--- config.mk ---
export PLATFORM = sky130hd
export DESIGN_NAME = fwd_unit
export DESIGN_NICKNAME = d
export VERILOG_FILES = /design/src/rtl/fwd_unit.sv
export SDC_FILE = /design/constraint.sdc
export NUM_CORES = 1
export LEC_CHECK = 0
export BUFFER_PORTS_ARGS = -buffer_cell sky130_fd_sc_hd__buf_2
export CORE_ASPECT_RATIO = 1.2
export CORE_UTILIZATION = 40
export CTS_CLUSTER_SIZE = 20
export DETAILED_ROUTE_END_ITERATION = 7
export HOLD_SLACK_MARGIN = 0.15
export PLACE_DENSITY = 0.75
export SLEW_MARGIN = 20
export SYNTH_ARGS = -nofsm -noshare
export SYNTH_HDL_FRONTEND = slang
export SYNTH_SLANG_ARGS = --single-unit
--- constraint.sdc ---
create_clock -name clk -period 1.5 [get_ports clk]
set_input_delay 0.15 -clock clk [delete_from_list [all_inputs] [get_ports clk]]
set_output_delay 0.15 -clock clk [all_outputs]
set_load 0.01 [all_outputs]
--- src/rtl/fwd_unit.sv ---
// Operand forwarding tracker: two retirement slots (S1 = just left EX, S2 = in WB) muxed over RF read data.
// Define FWD_WB_EN to enable the S2 forwarding path; otherwise S2 hits raise raw_stall instead.
module fwd_unit #(
  parameter int DATAW = 32,
  parameter int REGAW = 4,
  parameter int ALUAW = 4
) (
  input  logic             clk,
  input  logic             rst,
  input  logic             stall,
  input  logic             flush,
  input  logic             in_valid,
  input  logic [ALUAW-1:0] in_opcode,
  input  logic [REGAW-1:0] in_rd,
  input  logic [DATAW-1:0] in_result,
  input  logic [REGAW-1:0] rn,
  input  logic [REGAW-1:0] rm,
  input  logic [DATAW-1:0] rn_rf,
  input  logic [DATAW-1:0] rm_rf,
  output logic [DATAW-1:0] rn_val,
  output logic [DATAW-1:0] rm_val,
  output logic [1:0]       rn_fwd,
  output logic [1:0]       rm_fwd,
  output logic             raw_stall,
  output logic             wb_en,
  output logic [REGAW-1:0] wb_rd,
  output logic [DATAW-1:0] wb_data
);

  localparam logic [REGAW-1:0] PC_REG = {REGAW{1'b1}};
  localparam logic [ALUAW-1:0] OP_TST = ALUAW'(4'h8);
  localparam logic [ALUAW-1:0] OP_TEQ = ALUAW'(4'h9);
  localparam logic [ALUAW-1:0] OP_CMP = ALUAW'(4'hA);
  localparam logic [ALUAW-1:0] OP_CMN = ALUAW'(4'hB);

  logic             s1_valid, s1_wr;
  logic [REGAW-1:0] s1_rd;
  logic [DATAW-1:0] s1_data;
  logic             s2_valid, s2_wr;
  logic [REGAW-1:0] s2_rd;
  logic [DATAW-1:0] s2_data;

  logic in_flag_only;
  logic in_wr;

  assign in_flag_only = (in_opcode == OP_TST) || (in_opcode == OP_TEQ) ||
                        (in_opcode == OP_CMP) || (in_opcode == OP_CMN);
  // R15 results go down the branch path, so they never become forwardable writes.
  assign in_wr = in_valid && !in_flag_only && (in_rd != PC_REG);

  always_ff @(posedge clk) begin
    if (rst) begin
      s1_valid <= 1'b0;
      s1_wr    <= 1'b0;
      s1_rd    <= '0;
      s1_data  <= '0;
      s2_valid <= 1'b0;
      s2_wr    <= 1'b0;
      s2_rd    <= '0;
      s2_data  <= '0;
    end else if (flush) begin
      s1_valid <= 1'b0;
      s1_wr    <= 1'b0;
      s1_rd    <= '0;
      s1_data  <= '0;
      if (!stall) begin
        s2_valid <= s1_valid;
        s2_wr    <= s1_wr;
        s2_rd    <= s1_rd;
        s2_data  <= s1_data;
      end
    end else if (!stall) begin
      s1_valid <= in_valid;
      s1_wr    <= in_wr;
      s1_rd    <= in_rd;
      s1_data  <= in_result;
      s2_valid <= s1_valid;
      s2_wr    <= s1_wr;
      s2_rd    <= s1_rd;
      s2_data  <= s1_data;
    end
  end

  logic rn_hit1, rn_hit2, rm_hit1, rm_hit2;
  logic rn_raw, rm_raw;

  assign rn_hit1 = s1_valid && s1_wr && (s1_rd == rn) && (rn != PC_REG);
  assign rn_hit2 = s2_valid && s2_wr && (s2_rd == rn) && (rn != PC_REG);
  assign rm_hit1 = s1_valid && s1_wr && (s1_rd == rm) && (rm != PC_REG);
  assign rm_hit2 = s2_valid && s2_wr && (s2_rd == rm) && (rm != PC_REG);

  always_comb begin
    rn_fwd = 2'd0;
    rn_val = rn_rf;
    rn_raw = 1'b0;
    if (rn_hit1) begin
      rn_fwd = 2'd1;
      rn_val = s1_data;
    end else if (rn_hit2) begin
`ifdef FWD_WB_EN
      rn_fwd = 2'd2;
      rn_val = s2_data;
`else
      rn_raw = 1'b1;
`endif
    end
  end

  always_comb begin
    rm_fwd = 2'd0;
    rm_val = rm_rf;
    rm_raw = 1'b0;
    if (rm_hit1) begin
      rm_fwd = 2'd1;
      rm_val = s1_data;
    end else if (rm_hit2) begin
`ifdef FWD_WB_EN
      rm_fwd = 2'd2;
      rm_val = s2_data;
`else
      rm_raw = 1'b1;
`endif
    end
  end

`ifdef FWD_WB_EN
  assign raw_stall = 1'b0;
  logic unused_raw;
  assign unused_raw = rn_raw | rm_raw;
`else
  assign raw_stall = rn_raw | rm_raw;
`endif

  // S2 is written only on the cycle it advances; a reset in that cycle drops the write.
  assign wb_en   = s2_valid && s2_wr && !stall && !rst;
  assign wb_rd   = s2_rd;
  assign wb_data = s2_data;

endmodule

# Yosys cells after proc, flatten, opt, wreduce, memory -nomap -nowiden
# Cells that the tools add are included.
[classes]
bitwise_logic = 1
mux = 8
n_eq_ne = 11
n_reduce_logical = 21
[op_table]
columns = ["operator", "count"]
rows = [
  ["$mux W32", 2],
  ["$eq A4 B4 Y1", 4],
  ["$eq A4 B4 Y1 const B", 4],
  ["$logic_and A1 B1 Y1", 14],
  ["$ne A4 B4 Y1 const B", 3],
  ["$mux W1", 6],
  ["$logic_not A1 Y1", 3],
  ["$logic_or A1 B1 Y1", 3],
  ["$reduce_or A2 Y1", 1],
  ["$or A1 B1 Y1", 1],
]
[word_totals]
ff_bits = 76
inputBits = 117
word_cells = 49
out_inout_bits = 106

# Depth between registers and ports, before layout
# Gate-level depths: netlist (run 1).
[logic_depth]
word_depth = 7
depth_mapped = 6
depth_no_buf = 4

# Worst setup path before layout (run 1)
# Ideal clock, no wire load.
[synth_path]
path_type = "register -> output"
from = "reg s1_rd[3]"
to = "out rn_val[0]"
setup_slack_ns = -0.078
arrival_time_ns = 1.428
path_buffers = 1
stages_incl_launch_ff = 6
required_time_ns = 1.350
path_cell_list = "dfxtp_1 -> xor2_1 -> nor4_2 -> o21ai_2 -> buf_6 -> mux2_4"
[synth_via]
elab_chain_cells = 4
[synth_rtl]
columns = ["element", "line", "text"]
rows = [
  ["start, declared", "37", "logic [REGAW-1:0] s1_rd;"],
  ["start signal, assigned", "75", "s1_rd <= in_rd;"],
  ["$eq A4 B4 Y1", "87", "assign rn_hit1 = s1_valid && s1_wr && (s1_rd == rn) && (rn != PC_REG);"],
  ["$logic_and A1 B1 Y1 (2 in series)", "87", ""],
  ["$mux W32", "96", "if (rn_hit1) begin"],
  ["end, declared", "20", "output logic [DATAW-1:0] rn_val,"],
]
# No other way between the ends.

# Final worst setup path (run 1)
[layout_path]
from = "reg s1_rd[1]"
to = "out rn_val[2]"
# The elaborated chain is that of the path after synthesis.

==> key figures, run 1 <==
Run status
  – Status: finished with violations
  – Failing checks: negative setup slack

Floorplan
  – Die X: 91.49 um
  – Top Ports: 223
  – Die area: 10010 um2
  – FP Rows: 38
  – Starting Density: 41.89%
  – Core area: 9176 um2
  – Die Y: 109.4 um

Yosys
  – Primary FF master, synth: dfxtp_1
  – Sequential share of the synthesized area: 39.58%
  – Synth unique cells: 28
  – Post-Synthesis Mean Instance Area: 10.65 um2
  – YS warnings: 0
  – Post-Syn Instances: 361
  – Mapped Area: 3844 um2
  – Post-synth EDFFs: 0
  – Number of synthesized register bits: 76
  – Async SR Flop Fraction: 0%

GRT
  – Largest net degree at the start of global routing: 39
  – Initial antenna violation count: 0
  – First-pass GRT wire length: 17860 um
  – Vias in the first global route: 3666
  – GR Util met3: 4.426%
  – Global-route met1 utilization: 23.39%
  – GR Overflow Total: 0
  – GRT Max-Usage Layer: met2
  – Met2 GRT Util: 44.09%
  – Total GRT Usage: 23.00%

Cells and area
  – Final #Nets: 742
  – Post-layout util: 63.36%
  – N_diodes: 0
  – Reg area: 1528 um2
  – Share of cells above drive strength 1: 53.18%
  – Final instance area: 5814 um2
  – Area growth, synth to finish: 51.27%
  – FILL cells: 713
  – Area of the multi-input gates: 2217 um2

Timing
  – Fmax: 467.3 MHz
  – Worst Hold Slack: 192.8 ps
  – Clock Skew: 6.038 ps
  – Fin crit share: 142.7%
  – Final Critical Period: 2140 ps
  – Max-slew violations: 0
  – Final-report hold violation count: 0
  – Worst slew margin: 47.33%
  – Sum of negative setup slack: -39300 ps
  – RSZ-0062 raised after global routing: true
  – Post-route setup slack: -640.1 ps
  – Worst-Margin Slew: 790.1 ps
  – Setup violations, final: 67

Power
  – VDD IR-drop max: 0.5214 mV
  – Cell Pwr Density: 731.7 nW/um2
  – Leak pwr: 3.074 nW

Setup path
  – Worst endpoint required time: 1350 ps
  – Top Family by Delay on Critical Path: flip-flops
  – Worst-path cell chain: xor2_2 > nor4_4 > o21ai_4 > buf_12 > mux2_4 > buf_2
  – CP max stage delay: 350 ps
  – Crit path kind: register to output pin
  – Crit Path Max Fanout: 17
  – Arr. time, crit path: 1990 ps
  – Crit path buf inv count: 2
  – Startpoint Class: register
  – Slowest CP cell: dfxtp_2
  – Worst setup EP type: output pin

Drt
  – Remaining routing DRC violations: 0
  – Starting DRT DRC Count: 104
  – Routed WL: 11700 um
  – Drt pass-1 iters: 4
  – Via Count: 3620
  – Vias per cell: 4.840
  – WL/cell: 15.64 um
  – Final antenna-violating net count: 0

Job
  – Maxcap violations: 0

Place
  – Cell area after placement: 5162 um2
  – Place WS: -248.1 ps
  – Number of I/O port buffers: 218
  – Dpl hpwl: 7873 um
  – Gpl congestion: 0.8427

Clock tree
  – Cts bufs inserted: 9
  – Post-CTS setup buffer count: 0
  – Worst-path clk slew: 80 ps
  – Clk sinks: 76
  – Worst-skew pair later-pin latency: 350 ps
  – H-tree lvl count: 3
  – TritonCTS clock tree: done
  – Clock Tree Buf Depth: 2
  – Clk root buf: clkbuf_8

Min path
  – Hold Crit Class: primary input to register
## metal layers
metal  wire [um]  up-vias
met5           0        -
met4         322        0
met3         591       27
met2        6283      146
met1        4498     1690
li1            -     1757
## report_power, final
group          leakage, nW  total [mW]  internal [mW]  switching (mW)
clock network       0.0848        1.34          0.620           0.721
logic                 2.37       0.797          0.453           0.344
registers            0.619        2.12           2.07          0.0479
total                 3.07        4.25           3.14            1.11
## logic make-up after synthesis
logic type / Yosys count / share of synthesized area [%]
multiplexers: 139 / 41.02
XOR/XNOR: 12 / 2.734
other: 1 / 0.09756
buffers and inverters: 29 / 4.622
flip-flops: 76 / 39.58
AO/OA/AOI/OAI: 9 / 1.660
AND/OR/NAND/NOR: 95 / 10.29
## state kept, by name (all words and copies together) (netlist names)
signal,cells
s1_data,32
s1_rd,4
s1_valid,1
s1_wr,1
s2_valid,1
s2_wr,1
wb_data,32
wb_rd,4
## worst min-delay path: stages
cell      delay (ps)
buf_2             80
nand2b_1          60
nand4b_1         130
a21oi_1           70
## worst paths after layout
| kind | endpoint | depth (start not counted) | from | slack, ps |
|---|---|---|---|---|
| worst max-delay path | rn_val[2] | 6 | s1_rd[1]$_SDFFE_PP0N_ | -640 |
| worst min-delay path | s1_wr$_SDFFE_PP0N_ | 4 | in_opcode[3] | 190 |
| worst min register to register | wb_data[2]$_SDFFE_PP0N_ | 2 | wb_data[2]$_SDFFE_PP0N_ | 490 |
| worst max register to register | s1_rd[0]$_SDFFE_PP0N_ | 3 | s1_rd[0]$_SDFFE_PP0N_ | 670 |
## cell usage after synthesis, types with 2 or more instances
library cell	number	area, um2
a31oi_1	3	18.77
buf_1	2	7.510
buf_2	7	35.03
buf_4	4	30.03
buf_6	6	67.56
clkbuf_1	8	30.03
dfxtp_1	76	1521
inv_1	2	7.510
mux2_2	36	405.4
mux2_4	28	420.4
mux2i_1	75	750.7
nand2_1	6	22.52
nand3_1	2	10.01
nor2_1	78	292.8
nor4_1	2	12.51
nor4_2	2	25.02
o21ai_2	2	17.52
xor2_1	12	105.1
## cell type report
type,count,share of cell area [%]
multi-input combinational,257,38.13
clock inverter,3,0.2582
tap,120,2.582
clock buffer,11,2.432
sequential,76,26.28
timing repair buffer,279,30.19
inverter,2,0.1291
## cell usage in the layout (no fill, tap or decap)
master / n
a21oi_1: 1
a31oi_1: 3
a32o_1: 1
buf_12: 5
buf_2: 216
buf_4: 16
buf_6: 3
clkbuf_1: 1
clkbuf_16: 2
clkbuf_8: 10
clkinv_2: 3
conb_1: 2
dfxtp_1: 71
dfxtp_2: 5
dlygate4sd3_1: 37
inv_1: 2
mux2_2: 35
mux2_4: 29
mux2i_1: 75
nand2_1: 5
nand2_2: 1
nand2b_1: 1
nand3_1: 2
nand4_1: 1
nand4b_1: 1
nor2_1: 78
nor3_1: 1
nor4_1: 2
nor4_4: 2
o21a_1: 1
o21ai_0: 1
o21ai_4: 2
or2_2: 1
xor2_1: 8
xor2_2: 4
## repair_timing
action,CTS,global route
resized for setup,11,3
gates cloned,1,2
hold buffers,37,0
endpoints found under the setup margin,67,67
endpoints found under the hold margin,38,0
## through the flow
stage	total power [mW]	instances
finish	4.254	748
global route	4.467	748
global placement	2.846	694
CTS	4.283	746
detailed placement	2.868	694
floorplan	2.529	362
Note: power is estimated with default switching activity, not from simulation.
==> inputs of run 2 (changes only) <==
--- a/config.mk
+++ b/config.mk
@@ -8,6 +8,7 @@
 export BUFFER_PORTS_ARGS = -buffer_cell sky130_fd_sc_hd__buf_2
 export CORE_ASPECT_RATIO = 1.2
 export CORE_UTILIZATION = 40
+export CTS_CLUSTER_DIAMETER = 120
 export CTS_CLUSTER_SIZE = 20
 export DETAILED_ROUTE_END_ITERATION = 7
 export HOLD_SLACK_MARGIN = 0.15
==> constraint.sdc (replaced) <==
create_clock -name clk -period 1.5 [get_ports clk]
set_input_delay 0.375 -clock clk [delete_from_list [all_inputs] [get_ports clk]]
set_output_delay 0.375 -clock clk [all_outputs]
set_load 0.01 [all_outputs]
==> key figures, run 2 (same netlist as run 1, synthesis figures left out) <==
Clock tree
  – Cts bufs inserted: 9
  – H-tree lvl count: 3
  – Clock Tree Buf Depth: 2
  – Worst-path clk slew: 80 ps
  – Clk sinks: 76
  – Hold-fix buffers at CTS: 0
  – TritonCTS clock tree: done
  – Worst-skew pair later-pin latency: 330 ps
  – Clk root buf: clkbuf_8

Floorplan
  – Core area: 9176 um2
  – Top Ports: 223
  – Starting Density: 41.89%
  – Die area: 10010 um2
  – Die Y: 109.4 um
  – FP Rows: 38
  – Die X: 91.49 um

Cells and area
  – N_diodes: 0
  – Area growth, synth to finish: 46.29%
  – Most frequent cells in the layout: buf_2 (185), nor2_1 (78), mux2i_1 (75), dfxtp_1 (71), mux2_2 (36)
  – FILL cells: 781
  – Final #Nets: 710
  – Share of cells above drive strength 1: 57.02%
  – Most common cell after layout, fill and taps aside: buf_2
  – Final instance area: 5623 um2

Setup path
  – Slowest CP cell: nor4_2
  – Startpoint Class: register
  – Crit path kind: register to output pin
  – Worst-path cell chain: xor2_1 > nor4_2 > o21ai_4 > buf_12 > mux2_2 > buf_6
  – Arr. time, crit path: 1960 ps
  – Worst setup EP type: output pin
  – Worst endpoint required time: 1120 ps
  – R2R cell count: 3
  – CP max stage delay: 360 ps
  – Crit Path Max Fanout: 19

GRT
  – First-pass GRT wire length: 15930 um
  – Vias in the first global route: 3369
  – GR Overflow Total: 0
  – Initial antenna violation count: 0
  – Total GRT Usage: 20.20%
  – Largest net degree at the start of global routing: 39

Place
  – Place WS: -652.0 ps
  – Gpl congestion: 0.8181
  – Number of I/O port buffers: 218
  – Dpl hpwl: 7998 um
  – Cell area after placement: 5228 um2

Timing
  – Sum of negative setup slack: -53250 ps
  – Fin crit share: 155.4%
  – RSZ-0062 raised after global routing: true
  – Final-report hold violation count: 0
  – Final Critical Period: 2331 ps
  – Clock Skew: 8.845 ps
  – Setup violations, final: 68
  – Max-slew violations: 0
  – Worst Hold Slack: 262.8 ps
  – Post-route setup slack: -830.6 ps
  – Fmax: 429.1 MHz

Run status
  – Failing checks: negative setup slack
  – Status: finished with violations

Drt
  – Vias per cell: 4.908
  – Remaining routing DRC violations: 0
  – Drt pass-1 iters: 4
  – Via Count: 3524
  – WL/cell: 14.75 um
  – Routed WL: 10590 um
  – Starting DRT DRC Count: 62
  – Final antenna-violating net count: 0

Power
  – VDD IR-drop max: 0.4515 mV
  – Cell Pwr Density: 757.1 nW/um2
  – Leak pwr: 2.988 nW

Job
  – Maxcap violations: 0

Min path
  – Hold Crit Class: primary input to register
  – Hold Crit Depth: 3
## run 2: stage by stage
step,cells,power (mW),util (%)
after floorplan,362,2.530,-
after global placement,702,2.851,56.97
after detailed placement,702,2.872,56.97
after CTS,718,4.254,59.15
after global routing,718,4.463,61.28
final,718,4.257,61.28
## run 2: worst max-delay path: cells and delay by family, from the launching register on
kind | cells | cell delay (ps)
simple gates | 1 | 360
buf+inv | 2 | 300
compound gates | 1 | 140
mux | 1 | 300
xor+xnor | 1 | 170
flops | 1 | 340
## run 2: per-layer routing
metal  wire length (um)  part of all wire [%]  global-route usage [%]
met1               4081                    39                   21.95
met2               5767                    54                   37.81
met3                566                   5.3                   4.011
met4                177                   1.7                   9.297
met5                  0                     0                       0
## run 2: final timing paths
check                                              from                        to  slack [ps]
worst min-delay path                      in_result[21]  s1_data[21]$_SDFFE_PP0N_         260
worst max-delay path              s1_rd[3]$_SDFFE_PP0N_                rm_val[28]        -830
worst max register to register    wb_rd[0]$_SDFFE_PP0N_     wb_rd[0]$_SDFFE_PP0N_         690
worst min register to register  wb_data[8]$_SDFFE_PP0N_   wb_data[8]$_SDFFE_PP0N_         490
## run 2: final cells by class
| cell class | instances | area, um2 | share of cell area (%) |
|---|---|---|---|
| multi-input combinational | 257 | 2182 | 38.81 |
| timing repair buffer | 247 | 1578 | 28.06 |
| sequential | 76 | 1528 | 27.17 |
| tap | 120 | 150.1 | 2.670 |
| clock buffer | 10 | 137.6 | 2.448 |
| clock inverter | 6 | 40.04 | 0.7121 |
| inverter | 2 | 7.507 | 0.1335 |
## run 2: where the power goes
group          switching (mW)  internal [mW]  leakage [nW]
sequential             0.0475           2.07         0.619
clock                   0.731          0.639        0.0803
combinational           0.334          0.438          2.29
total                    1.11           3.14          2.99
## run 2: what timing repair did
| item | 4_1_cts | 5_1_grt |
|---|---|---|
| setup endpoints to repair | 68 | 68 |
| setup buffers | 0 | 0 |
| resized for setup | 8 | 32 |
| cloned | 0 | 0 |
| pin swaps | 3 | 2 |
==> inputs of run 3 (changes only) <==
--- a/config.mk
+++ b/config.mk
@@ -5,7 +5,7 @@
 export SDC_FILE = /design/constraint.sdc
 export NUM_CORES = 1
 export LEC_CHECK = 0
-export BUFFER_PORTS_ARGS = -buffer_cell sky130_fd_sc_hd__buf_2
+export BUFFER_PORTS_ARGS = -buffer_cell sky130_fd_sc_hd__clkbuf_2
 export CORE_ASPECT_RATIO = 1.2
 export CORE_UTILIZATION = 40
 export CTS_CLUSTER_DIAMETER = 120
==> key figures, run 3 (same netlist as run 1, synthesis figures left out) <==
Drt
  – Routed WL: 10490 um
  – Remaining routing DRC violations: 0
  – Starting DRT DRC Count: 68
  – Vias per cell: 4.849
  – WL/cell: 14.57 um
  – Final antenna-violating net count: 0
  – Drt pass-1 iters: 4
  – Via Count: 3491

Timing
  – Fmax: 429.9 MHz
  – Sum of negative setup slack: -53180 ps
  – Fin crit share: 155.1%
  – Final-report hold violation count: 0
  – RSZ-0062 raised after global routing: true
  – Final Critical Period: 2326 ps
  – Max-slew violations: 0
  – Setup violations, final: 68
  – Clock Skew: 6.658 ps
  – Post-route setup slack: -826.0 ps

GRT
  – Initial antenna violation count: 0
  – GRT Max-Usage Layer: met2
  – GR Overflow Total: 0
  – GR Util met3: 4.219%
  – First-pass GRT wire length: 16100 um
  – Met2 GRT Util: 37.81%
  – Total GRT Usage: 20.48%
  – Global-route met1 utilization: 23.05%
  – Largest net degree at the start of global routing: 39
  – Vias in the first global route: 3388

Power
  – Int Pwr: 3.403 mW
  – Cell Pwr Density: 816.1 nW/um2
  – Comb power frac: 16.1%
  – NetSw: 1.124 mW
  – Switch share: 24.84%
  – Leak pwr: 2.984 nW
  – Clock Power Share: 37.2%
  – Sequential fraction of design power: 46.7%
  – VDD IR-drop max: 0.5169 mV

Cells and area
  – Share of cells above drive strength 1: 57.50%
  – Most common cell after layout, fill and taps aside: clkbuf_2
  – Most frequent cells in the layout: clkbuf_2 (215), nor2_1 (78), mux2i_1 (75), dfxtp_1 (70), mux2_2 (36)
  – Area growth, synth to finish: 44.34%
  – Reg area: 1529 um2
  – FILL cells: 803
  – Area of the multi-input gates: 2210 um2
  – N_diodes: 0
  – Final #Nets: 712

Clock tree
  – Clock Tree Buf Depth: 2
  – Clk root buf: clkbuf_8
  – Worst-path clk slew: 80 ps
  – Cts bufs inserted: 9
  – Clk sinks: 76
  – Post-CTS setup buffer count: 0
  – Hold-fix buffers at CTS: 0
  – Worst-skew pair later-pin latency: 340 ps
  – H-tree lvl count: 3
  – TritonCTS clock tree: done

Setup path
  – Worst r2r src: wb_rd[0]$_SDFFE_PP0N_
  – Worst setup EP type: output pin
  – CP max stage delay: 350 ps
  – Worst-path cell chain: xor2_2 > nor4_4 > o21ai_4 > buf_12 > mux2_4 > clkbuf_2
  – Startpoint Class: register
  – Top Family by Delay on Critical Path: flip-flops
  – R2r endpoint: wb_rd[0]$_SDFFE_PP0N_
  – Crit path buf inv count: 2
  – R2R cell count: 3
  – Crit path kind: register to output pin
  – Flop-to-flop setup slack: 670 ps
  – Crit Path Max Fanout: 17
  – Worst endpoint required time: 1120 ps
  – Slowest CP cell: dfxtp_2
  – Arr. time, crit path: 1950 ps

Floorplan
  – Core area: 9176 um2
  – Die X: 91.49 um
  – Top Ports: 223
  – Starting Density: 41.89%
  – Die area: 10010 um2
  – FP Rows: 38
  – Die Y: 109.4 um

Min path
  – Beginning of the worst hold path: in_result[17]
  – Hold Crit Depth: 3
  – Hold Crit Class: primary input to register
  – WHS Endpoint: s1_data[17]$_SDFFE_PP0N_

Run status
  – Failing checks: negative setup slack
  – Status: finished with violations

Place
  – Number of I/O port buffers: 218
  – Place WS: -650.5 ps
  – Dpl hpwl: 7857 um
  – Gpl congestion: 0.8216

Job
  – Maxcap violations: 0
run 3: changes by cell type in the layout (fill, tap and decap cells not counted), sizes merged:
cell,previous run,this run
bufinv,0,2
buf,247,33
clkinvlp,4,2
clkbuf,10,226
run 3: layout make-up:
| class | instances | share of cell area (%) |
|---|---|---|
| Timing Repair Buffer | 249 | 25.87 |
| Tap cell | 120 | 2.706 |
| Inverter | 2 | 0.1353 |
| Clock inverter | 6 | 1.601 |
| Multi-Input combinational cell | 257 | 39.83 |
| Sequential cell | 76 | 27.56 |
| Clock buffer | 10 | 2.300 |
run 3: worst min-delay path, cell delays in order:
cell and delay [ps]:
clkbuf_2 70, mux2i_1 50, nor2_1 70
run 3: worst max-delay path by stage:
stage,from,endpoint,slack [ps],cells after the start
2_1_floorplan,rn[1],rn_val[0],-310,5
3_3_place_gp,rm[3],rm_val[1],-610,7
3_5_place_dp,rn[1],rn_val[26],-650,7
4_1_cts,s1_rd[3]$_SDFFE_PP0N_,rn_val[26],-850,6
5_1_grt,s1_rd[3]$_SDFFE_PP0N_,rn_val[14],-910,6
6_report,s1_rd[3]$_SDFFE_PP0N_,rn_val[10],-830,6
run 3: power by group through the flow:
stage          clock network [mW]  registers (mW)  logic (mW)
2_1_floorplan                   0            2.16       0.375
3_3_place_gp                    0            2.16       0.707
3_5_place_dp                    0            2.16       0.724
4_1_cts                      1.72            2.12       0.728
5_1_grt                      1.83            2.12       0.787
6_report                     1.68            2.12       0.728
run 3: through the flow:
step | cell area, um2 | utilization [%] | power [mW] | instances | hold WS [ps]
after floorplan | 3869 | - | 2.530 | 362 | 453.2
after global placement | 5260 | 57.32 | 2.867 | 703 | 472.9
after detailed placement | 5260 | 57.32 | 2.886 | 703 | 486.5
after CTS | 5494 | 59.87 | 4.568 | 719 | 252.3
after global routing | 5548 | 60.46 | 4.740 | 720 | 247.4
final | 5548 | 60.46 | 4.528 | 720 | 262.8
run 3: routing by layer:
layer  part of all wire [%]  vias to the layer above  wire, um
met5                      0                        -         0
met4                    1.9                        0       196
met3                    6.1                       16       638
met2                     51                      148      5392
met1                     41                     1621      4262
li1                       -                     1706         -
run 3: what timing repair did:
item,CTS,global route
pin swaps,2,0
gates cloned,0,1
setup endpoints to repair,68,68
resized for setup,8,7
